$ cat config.mk
export PLATFORM = sky130hd
export DESIGN_NAME = alu_share_arbiter
export DESIGN_NICKNAME = d
export VERILOG_FILES = /design/src/rtl/alu_share_arbiter_pkg.sv /design/src/rtl/alu_share_arbiter_rr_pick.sv /design/src/rtl/alu_share_arbiter.sv
export SDC_FILE = /design/constraint.sdc
export NUM_CORES = 1
export LEC_CHECK = 0
export CORE_AREA = 5 5 159 161
export CTS_CLUSTER_SIZE = 28
export DETAILED_ROUTE_END_ITERATION = 10
export DIE_AREA = 0 0 164 166
export GPL_ROUTABILITY_DRIVEN = 0
export HOLD_SLACK_MARGIN = 0.15
export PLACE_DENSITY = 0.8
export SLEW_MARGIN = 20
export SYNTH_ARGS = -nofsm -noshare
export SYNTH_HDL_FRONTEND = slang
export SYNTH_SLANG_ARGS = --single-unit
$ cat constraint.sdc
create_clock -name clk -period 4.8 [get_ports clk]
set_input_delay 0.96 -clock clk [delete_from_list [all_inputs] [get_ports clk]]
set_output_delay 0.96 -clock clk [all_outputs]
set_load 0.02 [all_outputs]
$ cat src/rtl/alu_share_arbiter_pkg.sv
// Shared definitions for the ALU share arbiter: FSM encoding, ALU opcodes and counter width.
// Requesters and the ALU use the same opcode list so they agree on the 8:1 result mux inputs.
package alu_share_arbiter_pkg;

  localparam logic [1:0] ST_IDLE = 2'b00;
  localparam logic [1:0] ST_EXEC = 2'b01;
  localparam logic [1:0] ST_RESP = 2'b10;

  typedef enum logic [2:0] {
    ALU_ADD = 3'd0,
    ALU_SUB = 3'd1,
    ALU_AND = 3'd2,
    ALU_OR  = 3'd3,
    ALU_XOR = 3'd4,
    ALU_SLL = 3'd5,
    ALU_SRL = 3'd6,
    ALU_SLT = 3'd7
  } alu_op_e;

  // wide enough for EXEC_CYCLES-1 with EXEC_CYCLES up to 15
  localparam int EXEC_CNT_W = 4;

endpackage

$ cat src/rtl/alu_share_arbiter_rr_pick.sv
// Combinational round-robin picker: first set request strictly after ptr, wrapping around.
// Rotates the request vector so ptr+1 lands at bit 0, priority-encodes, then un-rotates.
module rr_pick #(
  parameter int N_REQ = 4,
  parameter int PTR_W = $clog2(N_REQ)
) (
  input  logic [N_REQ-1:0] req,
  input  logic [PTR_W-1:0] ptr,
  output logic             any,
  output logic [PTR_W-1:0] winner
);

  logic [N_REQ-1:0] rot;
  logic [PTR_W-1:0] rot_idx;

  function automatic logic [PTR_W-1:0] wrap(input int v);
    return PTR_W'(v % N_REQ);
  endfunction

  always_comb begin
    rot = '0;
    for (int i = 0; i < N_REQ; i++) begin
      rot[i] = req[wrap(int'(ptr) + 1 + i)];
    end
  end

  // scan downward so the lowest set rotated bit is the one that sticks
  always_comb begin
    any     = 1'b0;
    rot_idx = '0;
    for (int i = N_REQ - 1; i >= 0; i--) begin
      if (rot[i]) begin
        any     = 1'b1;
        rot_idx = PTR_W'(i);
      end
    end
  end

  assign winner = wrap(int'(ptr) + 1 + int'(rot_idx));

endmodule

$ cat src/rtl/alu_share_arbiter.sv
// Round-robin sharing of one ALU among N_REQ requesters: latch winner's op/operands,
// hold them EXEC_CYCLES cycles, capture the result and pulse a one-hot ack.
//
// state   | meaning
// IDLE    | waiting for any req; arbitrates and latches the winner's operands
// EXEC    | ALU inputs held; result sampled when the counter reaches zero
// RESP    | ack[grant_id] high for this one cycle; no arbitration
module alu_share_arbiter
  import alu_share_arbiter_pkg::*;
#(
  parameter  int N_REQ       = 4,
  parameter  int WIDTH       = 32,
  parameter  int OP_W        = 3,
  parameter  int EXEC_CYCLES = 1,
  localparam int ID_W        = $clog2(N_REQ)
) (
  input  logic                    clk,
  input  logic                    reset,
  input  logic [N_REQ-1:0]        req,
  input  logic [N_REQ*OP_W-1:0]   req_op,
  input  logic [N_REQ*WIDTH-1:0]  req_a,
  input  logic [N_REQ*WIDTH-1:0]  req_b,
  input  logic [WIDTH-1:0]        alu_result,
  output logic [OP_W-1:0]         alu_sel,
  output logic [WIDTH-1:0]        alu_a,
  output logic [WIDTH-1:0]        alu_b,
  output logic [N_REQ-1:0]        ack,
  output logic [WIDTH-1:0]        result,
  output logic [ID_W-1:0]         grant_id,
  output logic                    busy
);

  logic [1:0]            state;
  logic [ID_W-1:0]       ptr;
  logic [EXEC_CNT_W-1:0] cnt;
  logic                  pick_any;
  logic [ID_W-1:0]       pick_w;

  rr_pick #(
    .N_REQ (N_REQ),
    .PTR_W (ID_W)
  ) u_pick (
    .req    (req),
    .ptr    (ptr),
    .any    (pick_any),
    .winner (pick_w)
  );

  always_ff @(posedge clk or posedge reset) begin
    if (reset) begin
      state    <= ST_IDLE;
      ptr      <= ID_W'(N_REQ - 1);
      cnt      <= '0;
      alu_sel  <= '0;
      alu_a    <= '0;
      alu_b    <= '0;
      ack      <= '0;
      result   <= '0;
      grant_id <= '0;
      busy     <= 1'b0;
    end else begin
      ack <= '0;
      case (state)
        ST_IDLE: begin
          if (pick_any) begin
            alu_sel  <= req_op[int'(pick_w)*OP_W +: OP_W];
            alu_a    <= req_a[int'(pick_w)*WIDTH +: WIDTH];
            alu_b    <= req_b[int'(pick_w)*WIDTH +: WIDTH];
            grant_id <= pick_w;
            ptr      <= pick_w;
            cnt      <= EXEC_CNT_W'(EXEC_CYCLES - 1);
            state    <= ST_EXEC;
            busy     <= 1'b1;
          end
        end
        ST_EXEC: begin
          if (cnt != '0) begin
            cnt <= cnt - EXEC_CNT_W'(1);
          end else begin
            result        <= alu_result;
            ack[grant_id] <= 1'b1;
            state         <= ST_RESP;
          end
        end
        ST_RESP: begin
          state <= ST_IDLE;
          busy  <= 1'b0;
        end
        default: begin
          state <= ST_IDLE;
          busy  <= 1'b0;
        end
      endcase
    end
  end

endmodule

**Word-level counts from Yosys, hierarchy flattened**

Index checks and enable logic that the tools add are counted.

- Logic and storage cells: 69
- Flip-flop bits (word level): 114
- Input bits: 306
- Output and inout port bits: 106

- Add/sub/neg operators: 6
- Shift operators: 3
- Mux-type cells: 28
- $mul: 1
- Equality and inequality tests: 4
- Magnitude comparators: 6
- Bitwise logic cells: 2
- Reductions and logical operators: 9

Operators by type and width:

| kind | number |
|---|---|
| $shiftx 128x8->32 | 2 |
| $mux 4 | 4 |
| $lt 2x3->1 const B | 5 |
| $mux 2 | 6 |
| $shiftx 12x5->3 | 1 |
| $mux 1 | 10 |
| $bmux 1 s2 | 4 |
| $pmux 4 s2 | 1 |
| $reduce_and 2->1 | 4 |
| $ne 2x2->1 const B | 3 |
| $add 2x1->2 const B | 2 |
| $add 2x2->2 const B | 2 |
| $mul 2x2->4 const B | 1 |
| $pmux 2 s2 | 1 |
| $reduce_bool 4->1 | 1 |
| $sub 4x1->4 const B | 1 |
| $reduce_and 3->1 | 1 |
| $add 2x2->2 | 1 |
| $demux 1 s2 | 1 |
| $eq 2x1->1 const B | 1 |
| $ge 2x1->1 const B | 1 |
| $logic_not 2->1 | 1 |
| $not 1->1 | 2 |
| $pmux 1 s2 | 1 |
| 2 further kinds | 2 |

**Longest topological paths before layout**

Gate-level depths: netlist of the first run.

- Word-level depth: 11
- Gate-level depth with buffers: 14
- Mapped depth without buffers: 11

**Modules after synthesis**

Synthesis of the first run repeated with hierarchy kept, for this count alone.

- Cells, all modules: 517
- Area total of the unflattened synthesis: 6162.2 um2

By module, submodules not included:

| module | cells each | area each (um2) | seq. area each (um2) | instances |
|---|---|---|---|---|
| alu_share_arbiter | 492 | 5969.5 | 2855.2 | 1 |
| rr_pick | 25 | 192.7 | 0.0 | 1 |

**Worst setup path before layout of the first run**

No wires, ideal clock.

- Kind: input-to-reg
- Start point: input port req[0]
- End point: register alu_a[14]
- Required time: 4672 ps
- Path slack: 1657 ps
- Library setup time: 128 ps
- Arrival: 3015 ps
- Buffers on the path: 3
- Stages on the path: 13
- Cell sequence: nor2b_1 a21oi_1 nor2_1 a211oi_1 a21oi_1 ha_1 buf_2 buf_6 clkbuf_1 mux2i_1 nor3_1 mux2i_1 nand3_1

- Cells in the longest elaborated chain, start to end: 8
- Elaborated cells between the ends (all ways): 19

Ends and longest elaborated chain:

| element | line | RTL |
|---|---|---|
| from (decl) | alu_share_arbiter.sv:19 | `input logic [N_REQ-1:0] req,` |
| $bmux 1 s2 | alu_share_arbiter_rr_pick.sv:23 | `rot[i] = req[wrap(int'(ptr) + 1 + i)];` |
| $mux 1 (implied by the code) | alu_share_arbiter_rr_pick.sv:23 |  |
| $mux 2 (3 in series) | alu_share_arbiter_rr_pick.sv:32 | `if (rot[i]) begin` |
| $mux 2 (*) | alu_share_arbiter_rr_pick.sv:32 |  |
| $add 2x2->2 (*) | alu_share_arbiter_rr_pick.sv:39 | `assign winner = wrap(int'(ptr) + 1 + int'(rot_idx));` |
| net pick_w[0] | alu_share_arbiter.sv:37 | `logic [ID_W-1:0] pick_w;` |
| $shiftx 128x8->32 (*) | alu_share_arbiter.sv:67 | `alu_a <= req_a[int'(pick_w)*WIDTH +: WIDTH];` |
| to (signal assigned) | alu_share_arbiter.sv:67 |  |
| to (decl) | alu_share_arbiter.sv:25 | `output logic [WIDTH-1:0] alu_a,` |

Mark *: on every way through the listed nets, which the timed path passes. The rest lies on a longest branch. The select of a mux whose other input is x is not followed.
A chain may end at the register's enable or synchronous reset.

**Worst setup path after layout of the first run**

- Start point: input port req[3]
- End point: register alu_a[11]

Same word-level chain as after synthesis.

==> impl_metrics.sql, run 1 <==
INSERT INTO impl_metrics (metric_group, metric, value, unit) VALUES
('outcome', 'outcome', 'complete, no violations', ''),
('synth', 'netlist-cell-type-count', '33', ''),
('sta', 'setup_viol_count_final', '0', ''),
('synth', 'synth.net_count', '1363', ''),
('drt', 'postRouteAntennaNets', '0', ''),
('sta', 'finClkSkew', '0.00900', 'ns'),
('drt', 'drt_pass1_iterations', '5', ''),
('drt', 'route.detailed.vias_per_inst', '5.21', ''),
('final_layout', 'antenna-diode-count', '0', ''),
('sta', 'fin_hold_ws', '0.471', 'ns'),
('sta', 'maxClockFrequency', '271', 'MHz'),
('power_and_ir_drop', 'leakage', '6.53', 'nW'),
('sta', 'hold_viol_final', '0', ''),
('synth', 'netlist_instances', '1054', ''),
('final_layout', 'layout_cells_sized_above_1', '5.40', '%'),
('synth', 'syn-cell-area', '8900', 'sq um'),
('drt', 'drt-initial-drc-count', '431', ''),
('power_and_ir_drop', 'combinational_group_share_of_total_power', '72.4', '%'),
('synth', 'synth_top_cells_by_area', 'sky130_fd_sc_hd__dfrtp_1 (31%), sky130_fd_sc_hd__mux2i_1 (30%), sky130_fd_sc_hd__nor3_1 (15%), sky130_fd_sc_hd__nand2_1 (7.3%), sky130_fd_sc_hd__nand3_1 (3.9%)', ''),
('sta', 'postLayoutSetupSlackWorst', '1.11', 'ns'),
('synth', 'yosysTopAreaCell', 'sky130_fd_sc_hd__dfrtp_1', ''),
('drt', 'wire_length_per_cell', '17.5', 'um'),
('placed_design', 'buffer_ports.inserted', '411', ''),
('clock_tree', 'ctsLongestPathBuffers', '2', ''),
('power_and_ir_drop', 'report.power.total', '0.0112', 'W'),
('power_and_ir_drop', 'seq_power_share', '15.7', '%'),
('synth', 'yosys_most_used_dff', 'sky130_fd_sc_hd__dfrtp_1', ''),
('die', 'rows', '57', ''),
('worst_setup_path', 'critPathMaxFanout', '31', ''),
('final_layout', 'fin_nets', '1721', ''),
('drt', 'drcViolationCount', '0', ''),
('sta', 'slew-limit-headroom', '46.9', '%'),
('clock_tree', 'cts_max_level', '4', ''),
('flow_run', 'drv.max_cap_violation_count', '0', ''),
('clock_tree', 'root_buffer', 'sky130_fd_sc_hd__clkbuf_16', ''),
('final_layout', 'final_core_util', '58.1', '%'),
('power_and_ir_drop', 'p_int', '0.00565', 'W'),
('die', 'coreArea', '23800', 'sq um'),
('clock_tree', 'number_of_sinks_handled_by_clock_tree_synthesis', '114', ''),
('worst_setup_path', 'crit_arrival', '3.99', 'ns'),
('synth', 'synth_warnings', '0', ''),
('synth', 'count_of_flip_flops_with_a_built_in_enable_after_synthesis', '0', ''),
('sta', 'finalWorstPathRequiredPeriod', '3.69', 'ns'),
('clock_tree', 'clock_insertion_delay_worst_skew', '0.41', 'ns'),
('synth', 'ys_async_sr_fraction', '100', '%'),
('die', 'die_height', '166', 'um'),
('global_route', 'grt.met3_usage', '6.60', '%'),
('placed_design', 'dpl.hpwl', '23100', 'um'),
('sta', 'setup_tns', '0', 'ns'),
('worst_setup_path', 'cp_data_required_time', '5.09', 'ns'),
('global_route', 'overflow', '0', ''),
('final_layout', 'layout_commonest_cell', 'sky130_fd_sc_hd__clkdlybuf4s50_1', ''),
('die', 'initial_utilization', '37.4', '%'),
('synth', 'yosys.area.top_type_share', '31.5', '%'),
('final_layout', 'layout.cells.most_common_list', 'sky130_fd_sc_hd__clkdlybuf4s50_1 (411), sky130_fd_sc_hd__nor3_1 (270), sky130_fd_sc_hd__mux2i_1 (268)', ''),
('global_route', 'gr-max-usage-layer', 'met2', ''),
('clock_tree', 'tritoncts', 'yes', ''),
('global_route', 'gr-usage-met1', '24.7', '%'),
('global_route', 'met2_usage', '37.5', '%'),
('worst_hold_path', 'hold_class', 'reg -> reg', ''),
('drt', 'routed_wirelength', '30500', 'um'),
('sta', 'post-route-period-util', '77.0', '%'),
('sta', 'grt_setup_unrepaired', 'false', ''),
('placed_design', 'pre_cts_ws', '0.751', 'ns'),
('power_and_ir_drop', 'worst_ir_drop_vdd', '0.844', 'mV'),
('worst_setup_path', 'end_kind', 'flop', ''),
('worst_setup_path', 'setup.worst_path.class', 'in -> reg', ''),
('global_route', 'antenna_violations_before_repair', '0', ''),
('power_and_ir_drop', 'switching_power', '0.00560', 'W'),
('sta', 'maxSlewViolCount', '0', ''),
('power_and_ir_drop', 'clock_power_share', '11.9', '%');
cells by family (layout without fill, tap and decap cells):
family          count (synthesis)  in the layout  synth area share (%)
compound gates                 15             15                  1.07
xor+xnor                        6              6                 0.970
fa+ha+maj                       3              3                 0.422
buf+inv                       112            483                  7.55
flops                         114            114                  32.1
mux                           268            268                  30.1
simple gates                  536            536                  27.8
Yosys cell counts (2+ instances only):
cell and instances:
sky130_fd_sc_hd__nand2_1 174, sky130_fd_sc_hd__nor3_1 270, sky130_fd_sc_hd__mux2i_1 268, sky130_fd_sc_hd__o32ai_1 2, sky130_fd_sc_hd__xnor2_2 2, sky130_fd_sc_hd__buf_2 33
sky130_fd_sc_hd__nor2_1 11, sky130_fd_sc_hd__dfrtp_1 112, sky130_fd_sc_hd__ha_1 3, sky130_fd_sc_hd__inv_1 6, sky130_fd_sc_hd__nand3_1 69, sky130_fd_sc_hd__dfstp_2 2
sky130_fd_sc_hd__nand2b_1 3, sky130_fd_sc_hd__buf_4 8, sky130_fd_sc_hd__buf_6 24, sky130_fd_sc_hd__a21oi_1 4, sky130_fd_sc_hd__clkbuf_1 40, sky130_fd_sc_hd__o21ai_0 5
sky130_fd_sc_hd__nor2b_1 3, sky130_fd_sc_hd__xnor2_1 2
state kept, by name, summed over array words and instances, names as in the netlist:
signal and flops:
result 32, alu_b 32, ack 4, alu_sel 3, alu_a 32, cnt 4, ptr 2, busy 1
grant_id 2, state 2
metrics by stage:
step	instances	area [sq um]
CTS	1749	13800
floorplan	1054	8900
finish	1749	13800
global placement	1717	13200
global route	1749	13800
detailed placement	1717	13200
worst max-delay path: stages:
cell and delay [ns]:
sky130_fd_sc_hd__clkdlybuf4s50_1 0.62, sky130_fd_sc_hd__nand2_1 0.08, sky130_fd_sc_hd__a21oi_1 0.16, sky130_fd_sc_hd__nor2_1 0.05, sky130_fd_sc_hd__a211oi_1 0.21, sky130_fd_sc_hd__a21oi_1 0.10, sky130_fd_sc_hd__ha_4 0.59, sky130_fd_sc_hd__buf_12 0.30
sky130_fd_sc_hd__buf_12 0.21, sky130_fd_sc_hd__mux2i_1 0.26, sky130_fd_sc_hd__nor3_1 0.09, sky130_fd_sc_hd__mux2i_1 0.18, sky130_fd_sc_hd__nand3_1 0.09
final cells by class:
type / instances / area, sq um
Clock buffer: 17 / 425
Clock inverter: 15 / 186
Fill cell: 2122 / 9980
Inverter: 7 / 28.8
Multi-Input combinational cell: 828 / 5440
Sequential cell: 114 / 2860
Tap cell: 324 / 405
Timing Repair Buffer: 444 / 4500
power groups by stage:
stage | Sequential, W | Combinational [W] | Clock [W]
after floorplan | 0.00224 | 0.00530 | 0
after global placement | 0.00177 | 0.00797 | 0
after detailed placement | 0.00178 | 0.00818 | 0
after CTS | 0.00177 | 0.00820 | 0.00136
after global routing | 0.00183 | 0.00888 | 0.00141
final | 0.00177 | 0.00814 | 0.00133
per-layer routing:
layer / wire, um / share of wire (%)
met1: 12100 / 40
met2: 14900 / 49
met3: 2520 / 8.3
met4: 1030 / 3.4
met5: 0 / 0
path summary, 6_finish.rpt:
check                            from         end  slack, ns  cells after the start
max reg2reg                    ptr[1]   alu_a[11]       1.60                     12
max in group asynchronous       reset   alu_a[29]       2.89                      3
min in group asynchronous       reset    alu_a[1]       0.94                      2
max                            req[3]   alu_a[11]       1.11                     13
min                        result[30]  result[30]       0.47                      2
min reg2reg                result[30]  result[30]       0.47                      2
Note: power is estimated with default switching activity, not from simulation.
==> run 2: changes to the inputs <==
Clock period 4.8 ns to 3.7 ns, I/O delays scaled along.
==> run 2 against run 1 <==
  * Non-clock buffer count increased by 26
  * Clock-buffer cell count unchanged
  * Global-route usage decreased by 0.098 points
  * Clock power increased by 25%
  * Hold slack improved by 0.0013 ns
  * Cell area increased by 1.8%
  * Highest routed layer unchanged
==> impl_metrics.sql, run 2 (synthesis gave the netlist of run 1 again) <==
INSERT INTO impl_metrics (metric_group, metric, value, unit) VALUES
('outcome', 'outcome', 'complete, no violations', ''),
('worst_setup_path', 'worst_setup_path_start_kind', 'input pin', ''),
('clock_tree', 'ctsLongestPathBuffers', '2', ''),
('sta', 'post-route-period-util', '84.5', '%'),
('clock_tree', 'cts_max_level', '4', ''),
('sta', 'finalWorstPathRequiredPeriod', '3.13', 'ns'),
('clock_tree', 'root_buffer', 'sky130_fd_sc_hd__clkbuf_16', ''),
('sta', 'setup_tns', '0', 'ns'),
('drt', 'drcViolationCount', '0', ''),
('worst_setup_path', 'end_kind', 'flop', ''),
('final_layout', 'layout_top_registers', 'alu_a (32), alu_b (32), result (32)', ''),
('drt', 'drt-initial-drc-count', '342', ''),
('drt', 'postRouteAntennaNets', '0', ''),
('global_route', 'grt_max_degree', '96', ''),
('sta', 'setup_viol_count_final', '0', ''),
('die', 'rows', '57', ''),
('placed_design', 'dpl.hpwl', '23800', 'um'),
('flow_run', 'drv.max_cap_violation_count', '0', ''),
('die', 'die_height', '166', 'um'),
('global_route', 'number_of_global_route_vias_before_repair', '9106', ''),
('global_route', 'overflow', '0', ''),
('final_layout', 'layout.cells.most_common_list', 'sky130_fd_sc_hd__clkdlybuf4s50_1 (411), sky130_fd_sc_hd__nor3_1 (270), sky130_fd_sc_hd__mux2i_1 (268)', ''),
('clock_tree', 'cts_repair_resize_count', '0', ''),
('final_layout', 'fin_nets', '1747', ''),
('drt', 'routed_wirelength', '30700', 'um'),
('sta', 'grt_setup_unrepaired', 'false', ''),
('drt', 'routed-wl-met2', '15400', 'um'),
('drt', 'routed-wl-met3', '2570', 'um'),
('final_layout', 'finish.instance_area', '14100', 'sq um'),
('sta', 'maxClockFrequency', '320', 'MHz'),
('placed_design', 'pre_cts_ws', '0.140', 'ns'),
('drt', 'wire_length_per_cell', '17.3', 'um'),
('clock_tree', 'clock_insertion_delay_worst_skew', '0.41', 'ns'),
('clock_tree', 'cts_made_buffers', '17', ''),
('power_and_ir_drop', 'power_density', '1070', 'nW/um^2'),
('worst_setup_path', 'setup.worst_path.class', 'in -> reg', ''),
('power_and_ir_drop', 'leakage', '6.66', 'nW'),
('global_route', 'grt.total_usage', '21.4', '%'),
('sta', 'fin_hold_ws', '0.473', 'ns'),
('sta', 'hold_viol_final', '0', ''),
('clock_tree', 'number_of_sinks_handled_by_clock_tree_synthesis', '114', ''),
('placed_design', 'placedInstanceArea', '13500', 'sq um'),
('die', 'fp.dieArea', '27200', 'sq um'),
('drt', 'metal1_wirelength', '11800', 'um'),
('die', 'initial_utilization', '37.4', '%'),
('final_layout', 'antenna-diode-count', '0', ''),
('sta', 'postLayoutSetupSlackWorst', '0.573', 'ns'),
('drt', 'top_layer_used', 'met4', ''),
('worst_setup_path', 'cp_data_required_time', '3.98', 'ns'),
('final_layout', 'final_core_util', '59.1', '%'),
('global_route', 'antenna_violations_before_repair', '0', ''),
('die', 'die_w', '164', 'um'),
('global_route', 'wire_length_of_the_first_global_routing_pass', '47200', 'um'),
('clock_tree', 'clk_transition_reported_paths', '0.06', 'ns'),
('worst_setup_path', 'crit_arrival', '3.41', 'ns'),
('clock_tree', 'postCtsSetupRepairBufs', '0', ''),
('final_layout', 'area_growth_syn_to_layout', '58.1', '%'),
('sta', 'max_slew.worst_pin.slew', '0.616', 'ns'),
('sta', 'finClkSkew', '0.0131', 'ns'),
('final_layout', 'layout_cells_sized_above_1', '7.10', '%'),
('power_and_ir_drop', 'worst_ir_drop_vdd', '0.729', 'mV'),
('sta', 'maxSlewViolCount', '0', ''),
('drt', 'route.detailed.vias_per_inst', '5.16', ''),
('clock_tree', 'tritoncts', 'yes', ''),
('worst_setup_path', 'critPathMaxFanout', '37', ''),
('drt', 'vias', '9155', ''),
('placed_design', 'buffer_ports.inserted', '411', ''),
('worst_hold_path', 'hold_class', 'reg -> reg', ''),
('sta', 'slew-limit-headroom', '58.9', '%'),
('clock_tree', 'post_cts_hold_buffer_count', '0', ''),
('final_layout', 'layout_commonest_cell', 'sky130_fd_sc_hd__clkdlybuf4s50_1', ''),
('die', 'coreArea', '23800', 'sq um'),
('drt', 'drt_pass1_iterations', '6', ''),
('die', 'floorplan.io_pins', '412', '');
-- run 2: cell count changes in the layout (fill, tap and decap cells not counted), sizes merged --
cell      change
buf          +26
clkinvlp      +2
bufinv        -1
inv           -1
-- run 2: layout make-up --
cell class	count	area [sq um]
inverter	7	30.0
clock inverter	15	159
tap	324	405
fill	2074	9740
multi-input combinational	828	5440
sequential	114	2860
clock buffer	17	425
timing repair buffer	470	4770
-- run 2: power by group --
group          switching, W  internal (W)  total [W]
sequential         0.000384       0.00192    0.00230
clock              0.000703      0.000956    0.00166
combinational       0.00632       0.00484     0.0112
total               0.00740       0.00771     0.0151
-- run 2: worst max-delay path, stage by stage --
cell and delay [ns]:
sky130_fd_sc_hd__clkdlybuf4s50_1 0.62, sky130_fd_sc_hd__nand2_1 0.08, sky130_fd_sc_hd__a21oi_1 0.15, sky130_fd_sc_hd__nor2_1 0.05
sky130_fd_sc_hd__a211oi_1 0.21, sky130_fd_sc_hd__a21oi_1 0.12, sky130_fd_sc_hd__ha_4 0.33, sky130_fd_sc_hd__buf_12 0.24
sky130_fd_sc_hd__buf_4 0.22, sky130_fd_sc_hd__mux2i_1 0.29, sky130_fd_sc_hd__nor3_1 0.08, sky130_fd_sc_hd__mux2i_1 0.15
sky130_fd_sc_hd__nand3_1 0.09
-- run 2: path summary, 6_finish.rpt --
| check | endpoint | slack [ns] | from | cells after the start |
|---|---|---|---|---|
| max reg2reg | alu_b[27] | 0.84 | ptr[1] | 12 |
| min reg2reg | result[24] | 0.47 | result[24] | 2 |
| max in group asynchronous | ptr[0] | 2.47 | reset | 3 |
| min | result[24] | 0.47 | result[24] | 2 |
| min in group asynchronous | alu_a[0] | 0.59 | reset | 2 |
| max | alu_b[27] | 0.57 | req[3] | 13 |
-- run 2: stage by stage --
stage	cells	total power, W
floorplan	1054	0.00978
global placement	1743	0.0132
detailed placement	1743	0.0135
CTS	1775	0.0152
global route	1775	0.0162
finish	1775	0.0151
-- run 2: routing by layer --
layer,global-route usage [%],vias up
met5,0,-
met4,7.00,0
met3,6.70,51
met2,38.0,330
met1,24.4,4227
li1,-,4547
